<file path="src/rtl/alu_arb_pkg.sv">
// Shared constants and types for the two-requester ALU arbiter.
package alu_arb_pkg;

  localparam int unsigned ALU_ARB_NREQ = 2;
  localparam int unsigned REQ_INT      = 0;
  localparam int unsigned REQ_FPU      = 1;
  localparam int unsigned FUNC_W       = 3;
  localparam int unsigned FLAG_W       = 3;

  typedef enum logic [FUNC_W-1:0] {
    FUNC_ADD  = 3'b000,
    FUNC_SLL  = 3'b001,
    FUNC_SLT  = 3'b010,
    FUNC_SLTU = 3'b011,
    FUNC_XOR  = 3'b100,
    FUNC_SR   = 3'b101,
    FUNC_OR   = 3'b110,
    FUNC_AND  = 3'b111
  } alu_func_e;

  typedef struct packed {
    logic eq;
    logic ls;
    logic lu;
  } alu_flags_t;

endpackage

</file>
<file path="src/rtl/alu_arb_rsp_slot.sv">
// One-entry response buffer: capture wins over drain, so a slot can take one op per cycle.
module alu_arb_rsp_slot #(
  parameter int unsigned W = 67
) (
  input  logic         clk,
  input  logic         rst_n,
  input  logic         capture,
  input  logic [W-1:0] data,
  input  logic         ready,
  output logic         valid,
  output logic [W-1:0] q
);

  always_ff @(posedge clk or negedge rst_n) begin
    if (!rst_n) begin
      valid <= 1'b0;
      q     <= '0;
    end else if (capture) begin
      valid <= 1'b1;
      q     <= data;
    end else if (ready) begin
      valid <= 1'b0;
    end
  end

endmodule

</file>
<file path="src/rtl/alu_arbiter.sv">
// Shares one combinational ALU between the integer execute stage and the FPU/AGU path.
// Define ALU_ARB_RR_EN for round-robin on ties; otherwise requester 0 has fixed priority.
module alu_arbiter
  import alu_arb_pkg::*;
#(
  parameter int unsigned XLEN = 64
) (
  input  logic                    clk,
  input  logic                    rst_n,
  input  logic [ALU_ARB_NREQ-1:0] req_valid,
  output logic [ALU_ARB_NREQ-1:0] req_ready,
  input  logic [XLEN-1:0]         req_a0,
  input  logic [XLEN-1:0]         req_b0,
  input  logic [XLEN-1:0]         req_a1,
  input  logic [XLEN-1:0]         req_b1,
  input  logic [FUNC_W-1:0]       req_func0,
  input  logic [FUNC_W-1:0]       req_func1,
  input  logic                    req_sub_sra0,
  input  logic                    req_sub_sra1,
  output logic [XLEN-1:0]         alu_a,
  output logic [XLEN-1:0]         alu_b,
  output logic [FUNC_W-1:0]       alu_func,
  output logic                    alu_sub_sra,
  input  logic [XLEN-1:0]         alu_s,
  input  logic                    alu_eq,
  input  logic                    alu_ls,
  input  logic                    alu_lu,
  output logic [ALU_ARB_NREQ-1:0] rsp_valid,
  input  logic [ALU_ARB_NREQ-1:0] rsp_ready,
  output logic [XLEN-1:0]         rsp_s0,
  output logic [XLEN-1:0]         rsp_s1,
  output logic [FLAG_W-1:0]       rsp_flags0,
  output logic [FLAG_W-1:0]       rsp_flags1
);

  localparam int unsigned SLOT_W = XLEN + FLAG_W;

  logic [ALU_ARB_NREQ-1:0] free;
  logic [ALU_ARB_NREQ-1:0] elig;
  logic [ALU_ARB_NREQ-1:0] grant;
  logic                    prio;
  logic                    valid0;
  logic                    valid1;
  alu_flags_t              flags;
  logic [SLOT_W-1:0]       slot_data;

  // A slot draining this cycle can accept a new capture; no grants while in reset.
  assign free = ~rsp_valid | rsp_ready;
  assign elig = req_valid & free & {ALU_ARB_NREQ{rst_n}};

  always_comb begin
    grant = '0;
    if (&elig) begin
      grant[REQ_FPU] = prio;
      grant[REQ_INT] = ~prio;
    end else begin
      grant = elig;
    end
  end

  assign req_ready = grant;

`ifdef ALU_ARB_RR_EN
  // Tie-break pointer: after serving requester i, the other one wins the next tie.
  always_ff @(posedge clk or negedge rst_n) begin
    if (!rst_n) begin
      prio <= 1'b0;
    end else if (|grant) begin
      prio <= grant[REQ_INT];
    end
  end
`else
  assign prio = 1'b0;
`endif

  always_comb begin
    alu_a       = '0;
    alu_b       = '0;
    alu_func    = FUNC_ADD;
    alu_sub_sra = 1'b0;
    if (grant[REQ_INT]) begin
      alu_a       = req_a0;
      alu_b       = req_b0;
      alu_func    = req_func0;
      alu_sub_sra = req_sub_sra0;
    end else if (grant[REQ_FPU]) begin
      alu_a       = req_a1;
      alu_b       = req_b1;
      alu_func    = req_func1;
      alu_sub_sra = req_sub_sra1;
    end
  end

  assign flags     = '{eq: alu_eq, ls: alu_ls, lu: alu_lu};
  assign slot_data = {alu_s, flags};

  alu_arb_rsp_slot #(.W(SLOT_W)) u_slot0 (
    .clk     (clk),
    .rst_n   (rst_n),
    .capture (grant[REQ_INT]),
    .data    (slot_data),
    .ready   (rsp_ready[REQ_INT]),
    .valid   (valid0),
    .q       ({rsp_s0, rsp_flags0})
  );

  alu_arb_rsp_slot #(.W(SLOT_W)) u_slot1 (
    .clk     (clk),
    .rst_n   (rst_n),
    .capture (grant[REQ_FPU]),
    .data    (slot_data),
    .ready   (rsp_ready[REQ_FPU]),
    .valid   (valid1),
    .q       ({rsp_s1, rsp_flags1})
  );

  assign rsp_valid = {valid1, valid0};

endmodule

</file>
<file path="config.mk">
export PLATFORM = sky130hd
export DESIGN_NAME = alu_arbiter
export DESIGN_NICKNAME = d
export VERILOG_FILES = /design/src/rtl/alu_arb_pkg.sv /design/src/rtl/alu_arb_rsp_slot.sv /design/src/rtl/alu_arbiter.sv
export SDC_FILE = /design/constraint.sdc
export NUM_CORES = 1
export LEC_CHECK = 0
export BUFFER_PORTS_ARGS = -buffer_cell sky130_fd_sc_hd__buf_2
export CAP_MARGIN = 20
export CORE_AREA = 2 2 236 238
export CTS_CLUSTER_DIAMETER = 40
export DETAILED_ROUTE_END_ITERATION = 8
export DIE_AREA = 0 0 238 240
export GPL_ROUTABILITY_DRIVEN = 0
export PLACE_DENSITY_LB_ADDON = 0.12
export SYNTH_ARGS = -nofsm -noshare
export SYNTH_HDL_FRONTEND = slang
export SYNTH_SLANG_ARGS = --single-unit
</file>
<file path="constraint.sdc">
create_clock -name clk -period 2.03 [get_ports clk]
set_input_delay 0.1015 -clock clk [delete_from_list [all_inputs] [get_ports clk]]
set_output_delay 0.1015 -clock clk [all_outputs]
set_load 0.1 [all_outputs]
</file>
==> results.json <==
{
  "switching_share_pct": 53.83,
  "ys_seq_area_share_pct": 52.46,
  "instances_no_fill": 1863,
  "avgSynthCellArea_um2": 14.16,
  "rsz0062_at_grt": "true",
  "dieHeight_um": 240,
  "maxCapViolCount": 0,
  "dr.pass1.iters": 4,
  "routed_via_density": 3.716,
  "drc": 0,
  "fp.dieW_um": 238,
  "num_rows": 86,
  "vias": 6923,
  "ios": 607,
  "ys_ff_latch": 136,
  "peakVddDrop_mv": 0.7562,
  "gr-total-overflow": 0,
  "path_class": "reg2out",
  "area_delta_synth_final_pct": 123.1,
  "htreeDepth": 4,
  "final_hold_viol_count": 0,
  "detail_route.wl_per_cell_um": 22.65,
  "dp.cells": 1733,
  "track_usage_pct": 13.95,
  "layout.nets": 1474,
  "cts_tree": "built",
  "clock_latency_ns": 0.44,
  "slew_headroom_pct": 47.72,
  "power_frac_seq_pct": 22.7,
  "fin_crit_ns": 2.190,
  "yosys.area.top_type": "dfrtp_1",
  "core_area_um2": 54660,
  "power.density_nw_per_um2": 1079,
  "crit_arrival_ns": 2.09,
  "skew_ns": 0.009053,
  "cts-root-buf": "clkbuf_16",
  "violations": "setup timing",
  "endpoint_kind": "output pin",
  "crit_required_ns": 1.93,
  "dp_hpwl_um": 33100,
  "netlist_top_cells_area": "dfrtp_1, mux2_2, a22o_1",
  "power_frac_clock_pct": 20.4,
  "setup_viol": 132,
  "setup_tns_ns": -16.75,
  "dr.first_iter.drc_count": 200,
  "syn-cell-area_um2": 6487,
  "worstPathMaxFanout": 26,
  "port_buffers": 606,
  "syn_nets": 795,
  "cts_made_buffers": 17,
  "synth_cells": 458,
  "cts.clk_slew.worst_paths_ns": 0.06,
  "grt_pass1_wl_um": 55850,
  "max_freq_ghz": 0.4567,
  "ys_warn_count": 0,
  "numClockSinks": 136,
  "die-area_um2": 57120,
  "status": "finished with violations",
  "drive_gt1_share_pct": 81.57,
  "slew_violations": 0,
  "worst_slack_ns": -0.1596,
  "clock_path_buffers": 2,
  "start_util_pct": 11.87,
  "intPower_uw": 7209,
  "fin_crit_sh_pct": 107.9,
  "grt_max_degree": 136,
  "synth_cell_types": 16,
  "pwr-share-comb_pct": 56.9,
  "antenna_found_initial": 28,
  "p_switching_uw": 8406,
  "p_leak_uw": 0.006807,
  "totalWireLength_um": 42200,
  "grt_pass1_vias": 7079,
  "hp-class": "in2reg",
  "antenna_left": 0,
  "startpoint_type": "flop",
  "synth_top_area_share_pct": 52.46,
  "max_slew.worst_pin.slew_ns": 0.7842
}
## flip-flops by register name, indices dropped and copies added, names as in the netlist
signal	count
u_slot0.valid	1
u_slot0.q	67
u_slot1.valid	1
u_slot1.q	67
## layout make-up
cell class | instances | area (µm²)
fill | 5761 | 40190
timing repair buffer | 707 | 6300
sequential | 136 | 3403
multi-input combinational | 273 | 3258
tap | 704 | 880.8
clock buffer | 17 | 425.4
clock inverter | 15 | 173.9
antenna | 9 | 22.52
inverter | 2 | 12.51
## logic make-up (layout without fill, tap and decap cells)
family	Yosys count	in the layout	share of synthesized area [%]
multiplexers	134	134	24.82
other	0	9	0
AO/OA/AOI/OAI	133	133	18.23
buffers and inverters	49	741	3.915
flip-flops	136	136	52.46
AND/OR/NAND/NOR	6	6	0.5785
## Yosys cell counts
| cell | instances |
|---|---|
| nand2b_1 | 2 |
| nor2_1 | 1 |
| mux2_4 | 27 |
| buf_2 | 26 |
| o2111ai_4 | 1 |
| buf_4 | 4 |
| clkbuf_1 | 13 |
| a22o_1 | 132 |
| nor2b_4 | 1 |
| inv_1 | 1 |
| buf_1 | 1 |
| mux2_2 | 107 |
| buf_6 | 3 |
| inv_2 | 1 |
| nand2_1 | 2 |
| dfrtp_1 | 136 |
## cells in the final DEF, fill, tap and decap left out
cell,count
buf_2,471
buf_12,141
dfrtp_1,136
mux2_2,107
a22o_2,98
dlygate4sd3_1,70
a22o_4,34
mux2_4,27
clkbuf_16,18
buf_4,10
diode_2,9
buf_16,7
inv_8,6
inv_6,4
clkinv_4,3
buf_6,3
nand2_1,2
nand2b_1,2
bufbuf_16,2
nor2b_4,1
nor2_4,1
inv_1,1
o2111ai_4,1
clkinv_8,1
bufinv_16,1
clkinvlp_4,1
dlymetal6s4s_1,1
buf_8,1
## repair_timing
item / 4_1_cts / 5_1_grt
buffers inserted: 5 / 6
pin swaps: 1 / 2
endpoints found under the setup margin: 132 / 133
hold buffers: 70 / 1
gates cloned: 7 / 1
endpoints found under the hold margin: 270 / 1
resized for setup: 22 / 29
## metrics by stage
step	utilization (%)	hold slack [ns]	setup WS [ns]	area [µm²]	power, µW
6_report	26.48	0.03327	-0.1596	14480	15620
5_1_grt	26.46	0.01168	-0.2718	14460	16200
4_1_cts	26.02	0.006831	-0.2315	14220	15790
3_5_place_dp	22.96	-0.1029	0.2169	12550	12240
3_3_place_gp	22.96	-0.1004	0.2044	12550	12260
2_1_floorplan	-	-0.1941	0.02886	6649	9985
## critical path, cell delays in order (launching register included)
cell and delay (ns):
dfrtp_1 0.38, nor2b_4 0.15, o2111ai_4 0.23, clkinv_4 0.09, buf_12 0.17, buf_16 0.17, a22o_2 0.26, buf_12 0.17
## layer usage
metal	global-route usage, %	share of wire, %	vias to the layer above	routed length (µm)
li1	-	-	3141	-
met1	15.38	37	3386	15670
met2	25.10	53	326	22230
met3	5.316	8.2	64	3465
met4	3.561	1.9	6	796
met5	0	0.083	-	35
## power groups by stage
stage / registers [µW] / clock network (µW) / logic, µW
floorplan: 7650 / 0 / 2330
global placement: 3570 / 0 / 8690
detailed placement: 3570 / 0 / 8670
CTS: 3550 / 3330 / 8910
global route: 3620 / 3450 / 9130
finish: 3540 / 3190 / 8890
## worst paths after layout
| kind | startpoint | to | slack [ns] | cells past startpoint |
|---|---|---|---|---|
| setup reg to reg | u_slot0.valid | u_slot1.q[9] | 0.08 | 8 |
| hold / removal | alu_s[26] | u_slot1.q[29] | 0.03 | 2 |
| min in group asynchronous | rst_n | u_slot0.q[49] | 0.11 | 3 |
| setup / recovery | u_slot0.valid | alu_a[10] | -0.16 | 7 |
| hold reg to reg | u_slot0.q[40] | u_slot0.q[40] | 0.50 | 1 |
| max in group asynchronous | rst_n | u_slot0.q[0] | 1.31 | 3 |
Power figures use the tool's default switching activity.
